**src/rtl/seq_det_pkg.sv**
```systemverilog
// Shared types and defaults for the programmable serial sequence detector.
// Holds the controller state encoding and the configuration legality helper.
package seq_det_pkg;

  localparam int DEF_MAX_LEN = 8;
  localparam int DEF_CNT_W   = 8;

  typedef enum logic {
    ST_IDLE  = 1'b0,
    ST_ARMED = 1'b1
  } state_t;

  // A pattern must be at least two bits long and fit the history register
  function automatic logic len_legal(input int unsigned len, input int unsigned max_len);
    return (len >= 32'd2) && (len <= max_len);
  endfunction

endpackage

```
**src/rtl/seq_det_sat_cnt.sv**
```systemverilog
// Saturating up-counter with synchronous clear; a clear and an increment
// on the same edge yield a count of one.
module seq_det_sat_cnt #(
  parameter int CNT_W = 8
) (
  input  logic             clk,
  input  logic             rst,
  input  logic             clr,
  input  logic             inc,
  output logic [CNT_W-1:0] count
);

  logic [CNT_W-1:0] count_r;
  logic [CNT_W-1:0] base_s;
  logic [CNT_W-1:0] count_nxt_s;

  // Next count: apply clear first, then a saturating increment
  always_comb begin
    base_s      = clr ? {CNT_W{1'b0}} : count_r;
    count_nxt_s = base_s;
    if (inc && (base_s != {CNT_W{1'b1}})) begin
      count_nxt_s = base_s + CNT_W'(1);
    end else begin
      count_nxt_s = base_s;
    end
  end

  // Count register
  always_ff @(posedge clk) begin
    if (!rst) begin
      count_r <= {CNT_W{1'b0}};
    end else begin
      count_r <= count_nxt_s;
    end
  end

  assign count = count_r;

endmodule

```
**src/rtl/prog_seq_detector.sv**
```systemverilog
// Programmable serial pattern detector: matches the last cfg_len valid bits
// against a loaded pattern, with overlapping or non-overlapping detection.
module prog_seq_detector
  import seq_det_pkg::*;
#(
  parameter int MAX_LEN = DEF_MAX_LEN,
  parameter int CNT_W   = DEF_CNT_W
) (
  input  logic                         clk,
  input  logic                         rst,
  input  logic                         bit_in,
  input  logic                         bit_valid,
  input  logic                         cfg_load,
  input  logic [MAX_LEN-1:0]           cfg_pattern,
  input  logic [$clog2(MAX_LEN+1)-1:0] cfg_len,
  input  logic                         cfg_overlap,
  input  logic                         clr_count,
  output logic                         detected,
  output logic [CNT_W-1:0]             match_count,
  output logic                         armed,
  output logic                         cfg_err
);

  localparam int LEN_W = $clog2(MAX_LEN + 1);
  localparam logic [LEN_W-1:0] FILL_MAX = LEN_W'(MAX_LEN);

  state_t             state_r;
  state_t             state_nxt_s;
  logic [MAX_LEN-1:0] pattern_r;
  logic [LEN_W-1:0]   len_r;
  logic               overlap_r;
  logic [MAX_LEN-1:0] hist_r;
  logic [LEN_W-1:0]   fill_r;
  logic               detected_r;
  logic               cfg_err_r;

  logic               load_ok_s;
  logic               take_bit_s;
  logic [MAX_LEN-1:0] hist_upd_s;
  logic [LEN_W-1:0]   fill_upd_s;
  logic [MAX_LEN-1:0] mask_s;
  logic               match_s;

  // Controller next state: only a configuration load moves between states
  always_comb begin
    load_ok_s   = len_legal(32'(cfg_len), MAX_LEN);
    state_nxt_s = state_r;
    if (cfg_load) begin
      if (load_ok_s) begin
        state_nxt_s = ST_ARMED;
      end else begin
        state_nxt_s = ST_IDLE;
      end
    end else begin
      state_nxt_s = state_r;
    end
  end

  // Controller state register
  always_ff @(posedge clk) begin
    if (!rst) begin
      state_r <= ST_IDLE;
    end else begin
      state_r <= state_nxt_s;
    end
  end

  // Match evaluation against the history as it will look after this bit
  always_comb begin
    take_bit_s = (state_r == ST_ARMED) && bit_valid && !cfg_load;
    hist_upd_s = {hist_r[MAX_LEN-2:0], bit_in};
    fill_upd_s = (fill_r == FILL_MAX) ? fill_r : (fill_r + LEN_W'(1));
    mask_s     = {MAX_LEN{1'b0}};
    for (int i = 0; i < MAX_LEN; i++) begin
      mask_s[i] = (LEN_W'(i) < len_r);
    end
    match_s = take_bit_s && (fill_upd_s >= len_r) &&
              (((hist_upd_s ^ pattern_r) & mask_s) == {MAX_LEN{1'b0}});
  end

  // Configuration latch, bit history and fill tracking
  always_ff @(posedge clk) begin
    if (!rst) begin
      pattern_r <= {MAX_LEN{1'b0}};
      len_r     <= {LEN_W{1'b0}};
      overlap_r <= 1'b0;
      hist_r    <= {MAX_LEN{1'b0}};
      fill_r    <= {LEN_W{1'b0}};
      cfg_err_r <= 1'b0;
    end else if (cfg_load) begin
      cfg_err_r <= !load_ok_s;
      if (load_ok_s) begin
        pattern_r <= cfg_pattern;
        len_r     <= cfg_len;
        overlap_r <= cfg_overlap;
        hist_r    <= {MAX_LEN{1'b0}};
        fill_r    <= {LEN_W{1'b0}};
      end
    end else begin
      cfg_err_r <= 1'b0;
      if (take_bit_s) begin
        hist_r <= hist_upd_s;
        // Non-overlapping mode demands a fresh run of len bits after a hit
        fill_r <= (match_s && !overlap_r) ? {LEN_W{1'b0}} : fill_upd_s;
      end
    end
  end

  // Registered match pulse
  always_ff @(posedge clk) begin
    if (!rst) begin
      detected_r <= 1'b0;
    end else begin
      detected_r <= match_s;
    end
  end

  seq_det_sat_cnt #(
    .CNT_W (CNT_W)
  ) u_cnt (
    .clk   (clk),
    .rst   (rst),
    .clr   (clr_count),
    .inc   (match_s),
    .count (match_count)
  );

  assign detected = detected_r;
  assign armed    = (state_r == ST_ARMED);
  assign cfg_err  = cfg_err_r;

endmodule

```
**config.mk**
```make
export PLATFORM = sky130hd
export DESIGN_NAME = prog_seq_detector
export DESIGN_NICKNAME = d
export VERILOG_FILES = /design/src/rtl/seq_det_pkg.sv /design/src/rtl/seq_det_sat_cnt.sv /design/src/rtl/prog_seq_detector.sv
export SDC_FILE = /design/constraint.sdc
export NUM_CORES = 1
export LEC_CHECK = 0
export ABC_AREA = 1
export ABC_CLOCK_PERIOD_IN_PS = 2200
export BUFFER_PORTS_ARGS = -buffer_cell sky130_fd_sc_hd__buf_4
export CORE_AREA = 2 2 63 65
export CTS_BUF_LIST = sky130_fd_sc_hd__clkbuf_4 sky130_fd_sc_hd__clkbuf_8
export CTS_CLUSTER_SIZE = 14
export DETAILED_ROUTE_END_ITERATION = 10
export DIE_AREA = 0 0 65 67
export GPL_TIMING_DRIVEN = 0
export PLACE_DENSITY = 0.87
export SYNTH_ARGS = -nofsm -noshare
export SYNTH_HDL_FRONTEND = slang
export SYNTH_SLANG_ARGS = --single-unit
```
**constraint.sdc**
```tcl
create_clock -name clk -period 2.2 [get_ports clk]
set_input_delay 0.11 -clock clk [delete_from_list [all_inputs] [get_ports clk]]
set_output_delay 0.11 -clock clk [all_outputs]
set_load 0.1 [all_outputs]
```
Word-level counts from Yosys, hierarchy flattened
Cells that the tools add are included.
{"block": "op_classes", "n_addsub": 2, "eq_ne": 3, "n_shift": 0, "order_cmp": 11, "n_reduce_logical": 15, "muxes": 11, "n_mul": 0, "bitwise_logic": 2, "n_div": 0}
{"operator": "two-way mux 7 bit", "count": 3}
{"operator": "two-way mux 4 bit", "count": 5}
{"operator": "less-than comparator 3 x 4 -> 1 bit (first input constant)", "count": 4}
{"operator": "two-way mux 8 bit", "count": 2}
{"operator": "adder 8 x 1 -> 8 bit (second input constant)", "count": 1}
{"operator": "bitwise AND 8 bit", "count": 1}
{"operator": "logical NOT 8 bit", "count": 1}
{"operator": "less-than comparator 1 x 4 -> 1 bit (first input constant)", "count": 2}
{"operator": "less-than comparator 2 x 4 -> 1 bit (first input constant)", "count": 2}
{"operator": "!= test 8 bit (second input constant)", "count": 1}
{"operator": "bitwise XOR 8 bit", "count": 1}
{"operator": "logical AND 1 bit", "count": 7}
{"operator": "AND reduction 2 bit", "count": 3}
{"operator": "adder 4 x 1 -> 4 bit (second input constant)", "count": 1}
{"operator": "== test 4 bit (second input constant)", "count": 1}
{"operator": "greater-or-equal comparator 4 x 2 -> 1 bit (second input constant)", "count": 1}
{"operator": "greater-or-equal comparator 4 bit", "count": 1}
{"operator": "<= comparator 4 bit (second input constant)", "count": 1}
{"operator": "logical NOT 1 bit", "count": 3}
{"operator": "!= test 2 x 1 -> 1 bit (second input constant)", "count": 1}
{"operator": "nonzero test 2 bit", "count": 1}
{"operator": "two-way mux 1 bit", "count": 1}
{"block": "word_totals", "out_inout_bits": 11, "elab_cells": 53, "mem_count": 0, "latchBits": 0, "in_bits": 19, "romBits": 0, "ff_bits": 35, "ram_bits": 0}

Logic depth before layout (Yosys ltp)
Gate-level depths: netlist of the first run.
{"block": "logic_depth", "depth_word": 9, "mapped_depth": 17, "mapped_depth_nobuf": 17}

Cells and area by module
A second synthesis of the first run with hierarchy kept.
{"block": "unflattened", "hier_cells": 278, "hier_area_um2": 1893.1}
{"mod": "prog_seq_detector", "seq_area_each_um2": 540.5, "area_per_inst_um2": 1415.1, "instances": 1, "cells_each": 206}
{"mod": "seq_det_sat_cnt", "seq_area_each_um2": 160.2, "area_per_inst_um2": 478.0, "instances": 1, "cells_each": 72}

Worst setup path after synthesis of the first run
Ideal clock, no wire load.
{"block": "synth_timing", "path_kind": "reg-to-reg", "start": "register u_cnt.count_r[0], in the netlist u_cnt.count[0]", "end": "register u_cnt.count_r[7], in the netlist u_cnt.count[7]", "required_time_ns": 2.133, "arrival_time_ns": 2.260, "setup_time_ns": 0.067, "slack_ns": -0.127, "stages_incl_launch_ff": 10, "path_buffers": 0, "period_less_slack_ns": 2.327, "cell_sequence": "dfxtp_1 -> inv_1 -> nor2_1 -> ha_1 -> nand2_1 -> nor2_2 -> nand4_4 -> nand2_4 -> nand2_1 -> a21oi_2"}
{"block": "synth_between", "elab_chain_cells": 4, "elab_cells_between_ends": 5, "cone_classes": "add/sub (1); eq/ne (1); mux (2); reduce/logical (1)"}
{"item": "start: declaration", "line_no": "seq_det_sat_cnt.sv:13", "source": "logic [CNT_W-1:0] count_r;"}
{"item": "start signal: assignment", "line_no": "seq_det_sat_cnt.sv:31", "source": "count_r <= {CNT_W{1'b0}};"}
{"item": "start signal: assignment", "line_no": "seq_det_sat_cnt.sv:33", "source": "count_r <= count_nxt_s;"}
{"item": "two-way mux 8 bit (*)", "line_no": "seq_det_sat_cnt.sv:19", "source": "base_s = clr ? {CNT_W{1'b0}} : count_r;"}
{"item": "branches (longest 2 deep; another with adder 8 x 1 -> 8 bit)"}
{"item": "two-way mux 8 bit (*)", "line_no": "seq_det_sat_cnt.sv:21", "source": "if (inc && (base_s != {CNT_W{1'b1}})) begin"}
Every way passes the cells marked *.
A chain may end at the register's enable or synchronous reset.

Worst setup path in the final report of the first run
{"block": "layout_timing", "start": "register fill_r[0]", "end": "register u_cnt.count_r[3], in the netlist u_cnt.count[3]"}
{"block": "layout_between", "elab_chain_cells": 7, "elab_cells_between_ends": 8, "cone_classes": "add/sub (1); order compare (1); eq/ne (1); mux (2); reduce/logical (3)"}
{"item": "start: declaration", "line_no": "prog_seq_detector.sv:33", "source": "logic [LEN_W-1:0] fill_r;"}
{"item": "start signal: assignment", "line_no": "prog_seq_detector.sv:88", "source": "fill_r <= {LEN_W{1'b0}};"}
{"item": "start signal: assignment", "line_no": "prog_seq_detector.sv:97", "source": "fill_r <= {LEN_W{1'b0}};"}
{"item": "start signal: assignment", "line_no": "prog_seq_detector.sv:104", "source": "fill_r <= (match_s && !overlap_r) ? {LEN_W{1'b0}} : fill_upd_s;"}
{"item": "adder 4 x 1 -> 4 bit or == test 4 bit (tied branches)", "line_no": "prog_seq_detector.sv:72", "source": "fill_upd_s = (fill_r == FILL_MAX) ? fill_r : (fill_r + LEN_W'(1));"}
{"item": "two-way mux 4 bit (*)", "line_no": "prog_seq_detector.sv:72"}
{"item": "greater-or-equal comparator 4 bit (*)", "line_no": "prog_seq_detector.sv:77", "source": "match_s = take_bit_s && (fill_upd_s >= len_r) &&"}
{"item": "logical AND 1 bit (*) (2 in a row)", "line_no": "prog_seq_detector.sv:77"}
{"item": "logical AND 1 bit (*)", "line_no": "seq_det_sat_cnt.sv:21"}
{"item": "two-way mux 8 bit (*)", "line_no": "seq_det_sat_cnt.sv:21"}
Mark *: on every way between the ends. The rest lies on a longest branch, timed or not.

==> results of run 1 <==
## per-layer routing
| metal | wire (um) | GRT usage |
|---|---|---|
| met4 | 91 | 0.09309 |
| met5 | 0 | 0 |
| met2 | 2338 | 0.4034 |
| met3 | 289 | 0.06250 |
| met1 | 2016 | 0.2943 |
## critical path: stages, from the launching register on
cell and delay [ns]:
dfxtp_4 0.36, inv_4 0.04, ha_4 0.16, nand3_4 0.06, xor2_2 0.16, inv_1 0.06, ha_1 0.26, inv_1 0.04
nand2_1 0.05, nand2_1 0.05, nand2_1 0.06, nand2_1 0.06, a21oi_2 0.16, inv_2 0.11, nor2_8 0.17, nand2_8 0.10
nand2_1 0.07, a21oi_1 0.06
## registers in the layout, summed over array words and instances, names as in the netlist
register,count
cfg_err,1
len_r,4
fill_r,4
hist_r,7
overlap_r,1
detected,1
pattern_r,8
u_cnt.count,8
armed,1
## cells in the final DEF, fill, tap and decap left out, types with 3 or more instances in the layout
| master | Yosys | layout |
|---|---|---|
| ha_1 | 7 | 6 |
| clkbuf_8 | 0 | 7 |
| o21ai_0 | 11 | 10 |
| nand2_1 | 78 | 73 |
| nor2_1 | 9 | 9 |
| nand2_2 | 2 | 7 |
| nor2_4 | 2 | 3 |
| a21oi_1 | 34 | 31 |
| xor2_1 | 6 | 5 |
| clkbuf_1 | 6 | 6 |
| a21oi_2 | 2 | 5 |
| inv_1 | 36 | 34 |
| dfxtp_1 | 35 | 31 |
| buf_4 | 0 | 35 |
| nor2_2 | 4 | 4 |
| dfxtp_2 | 0 | 3 |
| nand3_1 | 23 | 22 |
| inv_2 | 3 | 4 |
## final timing paths
check | to
worst min-delay path | pattern_r[2]$_SDFFE_PN0P_
worst min register to register | overlap_r$_SDFFE_PN0P_
worst max register to register | u_cnt.count[3]$_SDFF_PN0_
worst max-delay path | u_cnt.count[3]$_SDFF_PN0_
## cell type report
type	instances	area, um^2
buffer	7	27.53
clock buffer	8	103.9
fill	305	1195
inverter	39	148.9
multi-input combinational	194	1100
sequential	35	708.2
tap	48	60.06
timing repair buffer	35	262.8
## stage by stage
stage / setup TNS [ns] / hold slack (ns) / setup slack (ns)
6_report: 0 / 0.09524 / 0.02226
5_1_grt: -0.8804 / 0.09576 / -0.1123
4_1_cts: -0.1859 / 0.08909 / -0.02780
3_5_place_dp: -1.410 / 0.3952 / -0.1809
3_3_place_gp: -0.7955 / 0.3922 / -0.1064
2_1_floorplan: 0 / 0.2523 / 0.09805
## cell families (layout without fill, tap and decap cells)
logic type	Yosys count	after routing	share of synthesized area
and+or+nand+nor	129	130	0.3210
AOI/OAI and AO/OA	49	49	0.1351
adders and majority gates	7	7	0.04614
xor gates and xnor gates	8	8	0.03692
buffers and inverters	46	89	0.09162
DFF	35	35	0.3691
## what timing repair did
| item | CTS | global route |
|---|---|---|
| gates cloned | 1 | 0 |
| buffers inserted | 6 | 0 |
| gates resized for setup | 11 | 10 |
| pin swaps | 8 | 8 |
| hold endpoints to repair | 0 | 0 |
| setup endpoints to repair | 12 | 12 |
## power by group
| group | switching [W] | leakage (nW) | internal, W |
|---|---|---|---|
| registers | 0.0000131 | 0.287 | 0.000652 |
| logic | 0.000123 | 0.699 | 0.0000670 |
| clock network | 0.000220 | 0.0549 | 0.000298 |
==> summary.md, run 1 <==
| Metric | Value |
|---|---|
| Worst IR drop on VDD | `0.0004179 V` |
| Via-to-Cell Ratio | `5.178` |
| Routed WL per cell | `12.94 um` |
| Post-synthesis sequential area ratio | `0.3691` |
| Run status | `complete, no violations` |
| Pwr/cell area | `569.4 nW/um^2` |
| Synth Flop Type | `dfxtp_1` |
| Reg2reg path depth | `17` |
| Non-Filler Instances | `366` |
| CTS root buffer | `clkbuf_8` |
| Hold-fix buffers, CTS | `0` |
| MaxCap Viol Count | `0` |
| Critical path type | `register to register` |
| Post-Syn Area | `1898 um^2` |
| Mean Syn Cell Area | `6.927 um^2` |
| Final WL | `4.736 mm` |
| R2r setup slk | `0.02 ns` |
| Crit-path max FO | `8` |
| Area post-placement | `2178 um^2` |
| RSZ-0062 raised after global routing | `yes` |
| Total track usage | `0.2406` |
| Clock-pin slew of the registers on the worst-case setup and hold paths | `0.07 ns` |
| Top cells by count, synth | `nand2_1 (78), inv_1 (36), dfxtp_1 (35)` |
| Crit path capture type | `register` |
| Tmin final | `2.178 ns` |
| H-tree depth | `2` |
| Core area | `~3600 um^2` |
| Post-layout util | `0.6686` |
| DR pass1 iterations | `4` |
| Die Ht | `67 um` |
| Chip width | `65 um` |
| Starting Density | `0.5264` |
| Layout Cell Area excl Fill | `2411 um^2` |
| CTS Buffer Depth | `2` |
| Worst Skew | `roughly 0.0047 ns` |
| Vias in the first global route | `1728` |
| Synthesized net count | `300` |
| Yosys top cell area share | `0.3691` |
| Dpl cells | `351` |
| Final GP Congestion | `0.9732` |
| Num CTS Buffers | `5` |
| Routed Antenna Nets | `0` |
| I/O Pins | `30` |
| Pwr Total | `0.001373 W` |
| Netlist cell types | `26` |
| Worst-margin pin slew | `0.5539 ns` |
| Synth area leader | `dfxtp_1` |
| R2R Path Start | `fill_r[0]$_SDFFE_PN0P_` |
| Count leader, synth | `nand2_1` |
| Die Footprint | `4355 um^2` |
| Remaining global-route overflow | `0` |
| Min-Delay Startpoint | `cfg_pattern[2]` |
| CTS Sinks | `35` |
| Area grow syn2layout | `27.03%` |
| F_max | `459.2 MHz` |
| Critical Path Source Type | `register` |
| Tcrit/Tclk final | `0.9899` |
| Vias | `between 1500 and 2000` |
| Cell Rows | `22` |
| Clock Latency Late Sink | `between 0.2 and 0.3 ns` |
| CTS tree | `yes` |
| Worst path required time | `2.35 ns` |
| Slew Limit Fails | `0` |
| Nets | `about 340` |
| First-pass GRT wire length | `7.790 mm` |
| Lkg Pwr | `about 1.0 nW` |
| Hold Path Class | `input pin to register` |
| Hold Path Stages | `3` |
| FFs w/ async S/R, synth | `0` |
| Gate Count Post-Synth | `274` |
| Setup-failing EPs final | `0` |
| CP Data Arrival Time | `2.33 ns` |
| Number of remaining DRC errors | `0` |
| Critical Path Source | `fill_r[0]$_SDFFE_PN0P_` |
| PortBufs | `29` |
| Initial antenna violation count | `0` |
| Yosys reg bits | `35` |
| Max_slew headroom | `0.6307` |
| Diodes inserted | `0` |
| Share of cells above drive strength 1 | `0.2516` |
| Synth warn | `0` |
| Hpwl dp | `3.238 mm` |
| Post-synth EDFFs | `0` |
| Hold violation count in the final report | `0` |
| DR iter-0 viols | `91` |
| Largest net degree at the start of global routing | `11` |
| Top post-synthesis cells by area | `dfxtp_1 (37%), nand2_1 (15%), a21oi_1 (9.0%)` |
(Power assumes the default switching activity.)
==> inputs of run 2 (changes only) <==
--- a/config.mk
+++ b/config.mk
@@ -5,16 +5,15 @@
 export SDC_FILE = /design/constraint.sdc
 export NUM_CORES = 1
 export LEC_CHECK = 0
-export ABC_AREA = 1
 export ABC_CLOCK_PERIOD_IN_PS = 2200
 export BUFFER_PORTS_ARGS = -buffer_cell sky130_fd_sc_hd__buf_4
-export CORE_AREA = 2 2 63 65
+export CORE_AREA = 2 2 61 63
 export CTS_BUF_LIST = sky130_fd_sc_hd__clkbuf_4 sky130_fd_sc_hd__clkbuf_8
 export CTS_CLUSTER_SIZE = 14
 export DETAILED_ROUTE_END_ITERATION = 10
-export DIE_AREA = 0 0 65 67
+export DIE_AREA = 0 0 63 65
 export GPL_TIMING_DRIVEN = 0
-export PLACE_DENSITY = 0.87
+export PLACE_DENSITY = 0.86
 export SYNTH_ARGS = -nofsm -noshare
 export SYNTH_HDL_FRONTEND = slang
 export SYNTH_SLANG_ARGS = --single-unit
==> run 2 against run 1 <==
The run now ends with negative setup slack left. Via count fell by 16%. Design area fell by 0.31%. Core utilization up 1.9 points. Cell count shrank 19%. Register-to-register slack got worse by 0.37 ns. Worst hold slack worse by 0.083 ns. Sequential power about the same. Global-route usage shrank 3.4 points. Critical path depth is 6 lower. Clock-buffer cell count fell by 3. Non-clock buffer count increased by 6. Synthesized area down 8.5%. Largest cell class unchanged. Highest routed layer unchanged.
==> summary.md, run 2 <==
| Metric | Value |
|---|---|
| Run status | `finished, violations left` |
| Failing checks | `negative setup slack` |
| PortBufs | `29` |
| Yosys reg bits | `35` |
| Top post-synthesis cells by area | `dfxtp_1 (40%), mux2i_1 (7.5%), ha_1 (5.0%)` |
| Critical Path Source Type | `register` |
| CTS Buffer Depth | `2` |
| Layout Cell Area excl Fill | `2404 um^2` |
| Diodes inserted | `0` |
| Area grow syn2layout | `38.40%` |
| Clock-pin slew of the registers on the worst-case setup and hold paths | `approximately 0.11 ns` |
| Gate Count Post-Synth | `199` |
| Tmin final | `2.544 ns` |
| Top cells by count, synth | `dfxtp_1 (35), nor2_1 (23), nand2_1 (17)` |
| RSZ-0062 raised after global routing | `yes` |
| Worst Skew | `0.001745 ns` |
| DR pass1 iterations | `4` |
| CP Data Arrival Time | `~2.8 ns` |
| Lkg Pwr | `0.9893 nW` |
| Hold Path Stages | `3` |
| Via-to-Cell Ratio | `roughly 5.3` |
| CTS tree | `yes` |
| Worst path required time | `2.45 ns` |
| FFs w/ async S/R, synth | `0` |
| Share of cells above drive strength 1 | `0.3160` |
| F_max | `between 300 and 400 MHz` |
| Starting Density | `0.4968` |
| Total track usage | `0.2066` |
| Max_slew headroom | `0.6807` |
| CTS Sinks | `35` |
| Yosys top cell area share | `0.4035` |
| Worst IR drop on VDD | `0.0005429 V` |
| Die Footprint | `4095 um^2` |
| Synthesized net count | `225` |
| Chip width | `63 um` |
| Setup TNS Final | `-3.178 ns` |
| Cell Rows | `22` |
| Min-Delay Startpoint | `cfg_overlap` |
| Remaining global-route overflow | `0` |
| Area post-placement | `around 2000 um^2` |
| Initial antenna violation count | `0` |
| Vias | `1591` |
| R2R Path Start | `fill_r[1]$_SDFFE_PN0P_` |
| Post-synthesis sequential area ratio | `0.4035` |
| Fillers | `between 200 and 300` |
| Reg2reg path depth | `11` |
| Hold violation count in the final report | `0` |
| Most common cell after layout, fill and taps aside | `buf_4` |
| Routed Antenna Nets | `0` |
| Vias in the first global route | `approximately 1500` |
| Critical Path Source | `fill_r[1]$_SDFFE_PN0P_` |
| Count leader, synth | `dfxtp_1` |
| Hpwl dp | `roughly 2.7 mm` |
| Nets | `275` |
| Final GP Congestion | `0.8043` |
| Core area | `about 3500 um^2` |
| Number of remaining DRC errors | `0` |
| MaxCap Viol Count | `0` |
| Largest net degree at the start of global routing | `13` |
| Worst-margin pin slew | `0.4790 ns` |
| Final WS setup | `-0.3441 ns` |
| Hold Path Class | `input pin to register` |
| Non-Filler Instances | `between 200 and 300` |
| Dpl cells | `approximately 280` |
| H-tree depth | `2` |
| First-pass GRT wire length | `around 6.6 mm` |
| Synth warn | `0` |
| Pwr/cell area | `~590 nW/um^2` |
| Tcrit/Tclk final | `1.156` |
| Post-synth EDFFs | `0` |
| Synth Flop Type | `dfxtp_1` |
| Final WL | `3.980 mm` |
| Die Ht | `65 um` |
| Crit-path max FO | `5` |
| Mean Syn Cell Area | `between 8 and 9 um^2` |
| DR iter-0 viols | `slightly below 60` |
| Clock Latency Late Sink | `0.35 ns` |
| Netlist cell types | `37` |
| Most frequent cells in the layout | `buf_4 (31), dfxtp_1 (30), nor2_1 (21), nand2_1 (16)` |
| Crit path capture type | `register` |
| Routed WL per cell | `13.36 um` |
| I/O Pins | `30` |
| Num CTS Buffers | `5` |
| Slew Limit Fails | `0` |
| CTS root buffer | `clkbuf_4` |
| Post-Syn Area | `1737 um^2` |
| WHS | `0.01230 ns` |
| Critical path type | `register to register` |
| Setup-failing EPs final | `12` |
| Synth area leader | `dfxtp_1` |
-- run 2: cell count changes in the layout (fill, tap and decap cells not counted), sizes merged, moves of 4 or more --
cell	previous run	this run
nand2	82	17
a21oi	36	16
mux2i	0	13
inv	39	7
xnor2	2	6
clkbuf	14	9
nand3	23	13
dlygate4sd3	0	7
or3	0	5
nor2	17	23
-- run 2: final timing paths --
| kind | endpoint | slack, ns |
|---|---|---|
| setup / recovery | u_cnt.count[4]$_SDFF_PN0_ | -0.34 |
| hold reg to reg | armed$_SDFFE_PN0P_ | 0.49 |
| setup reg to reg | u_cnt.count[4]$_SDFF_PN0_ | -0.34 |
| hold / removal | overlap_r$_SDFFE_PN0P_ | 0.01 |
-- run 2: repair_timing --
| action | in CTS | in global routing |
|---|---|---|
| endpoints found under the setup margin | 13 | 13 |
| resized for setup | 17 | 14 |
| buffers inserted | 6 | 1 |
| pin swaps | 12 | 11 |
| gates cloned | 0 | 0 |
| hold endpoints to repair | 6 | 1 |
| hold buffers | 6 | 1 |
-- run 2: kinds of logic (layout without fill, tap and decap cells) --
kind of cell / after synthesis / in the layout / share of synthesized area
multiplexers: 13 / 13 / 0.07493
adder cells (fa/ha/maj): 7 / 7 / 0.05043
XOR/XNOR: 13 / 13 / 0.06556
AND/OR/NAND/NOR: 78 / 78 / 0.2277
flip-flops: 35 / 35 / 0.4035
buffers and inverters: 13 / 64 / 0.02881
AO/OA/AOI/OAI: 40 / 40 / 0.1491
-- run 2: cell type report --
| class | instances | area (um^2) | share of cell area |
|---|---|---|---|
| Multi-Input combinational cell | 151 | 1122 | 0.4669 |
| Sequential cell | 35 | 706.9 | 0.2941 |
| Timing Repair Buffer | 43 | 359.1 | 0.1494 |
| Clock inverter | 3 | 67.56 | 0.02811 |
| Tap cell | 48 | 60.06 | 0.02499 |
| Clock buffer | 5 | 37.54 | 0.01562 |
| Inverter | 8 | 30.03 | 0.01249 |
| Buffer | 5 | 20.02 | 0.008329 |
-- run 2: power breakdown --
group	total, W	internal, W	switching (W)	leakage, nW
clock	0.000582	0.000353	0.000229	0.0514
sequential	0.000665	0.000650	0.0000152	0.286
combinational	0.000181	0.0000835	0.0000976	0.652
-- run 2: routing by layer --
metal | share of wire | up-vias | GRT usage
li1 | - | 802 | -
met1 | 0.43 | 763 | 0.2354
met2 | 0.52 | 19 | 0.3670
met3 | 0.025 | 7 | 0.05382
met4 | 0.021 | 0 | 0.08333
met5 | 0 | - | 0
-- run 2: stage by stage --
step                power [W]    util  worst slack, ns
floorplan           0.0007789       -          -0.1339
global placement    0.0008317  0.5845          -0.2651
detailed placement  0.0008353  0.5845          -0.3305
CTS                  0.001430  0.6664          -0.3187
global route         0.001491  0.6875          -0.4521
finish               0.001428  0.6875          -0.3441
-- run 2: worst max-delay path: stages (launching register included) --
cell and delay [ns]:
dfxtp_2 0.35, buf_6 0.12, ha_4 0.15, xnor2_2 0.15, nor2_2 0.06, ha_2 0.30, o21a_1 0.10, nor2_1 0.06
a2111oi_4 0.46, nand3b_4 0.16, or3b_4 0.40, mux2i_1 0.12
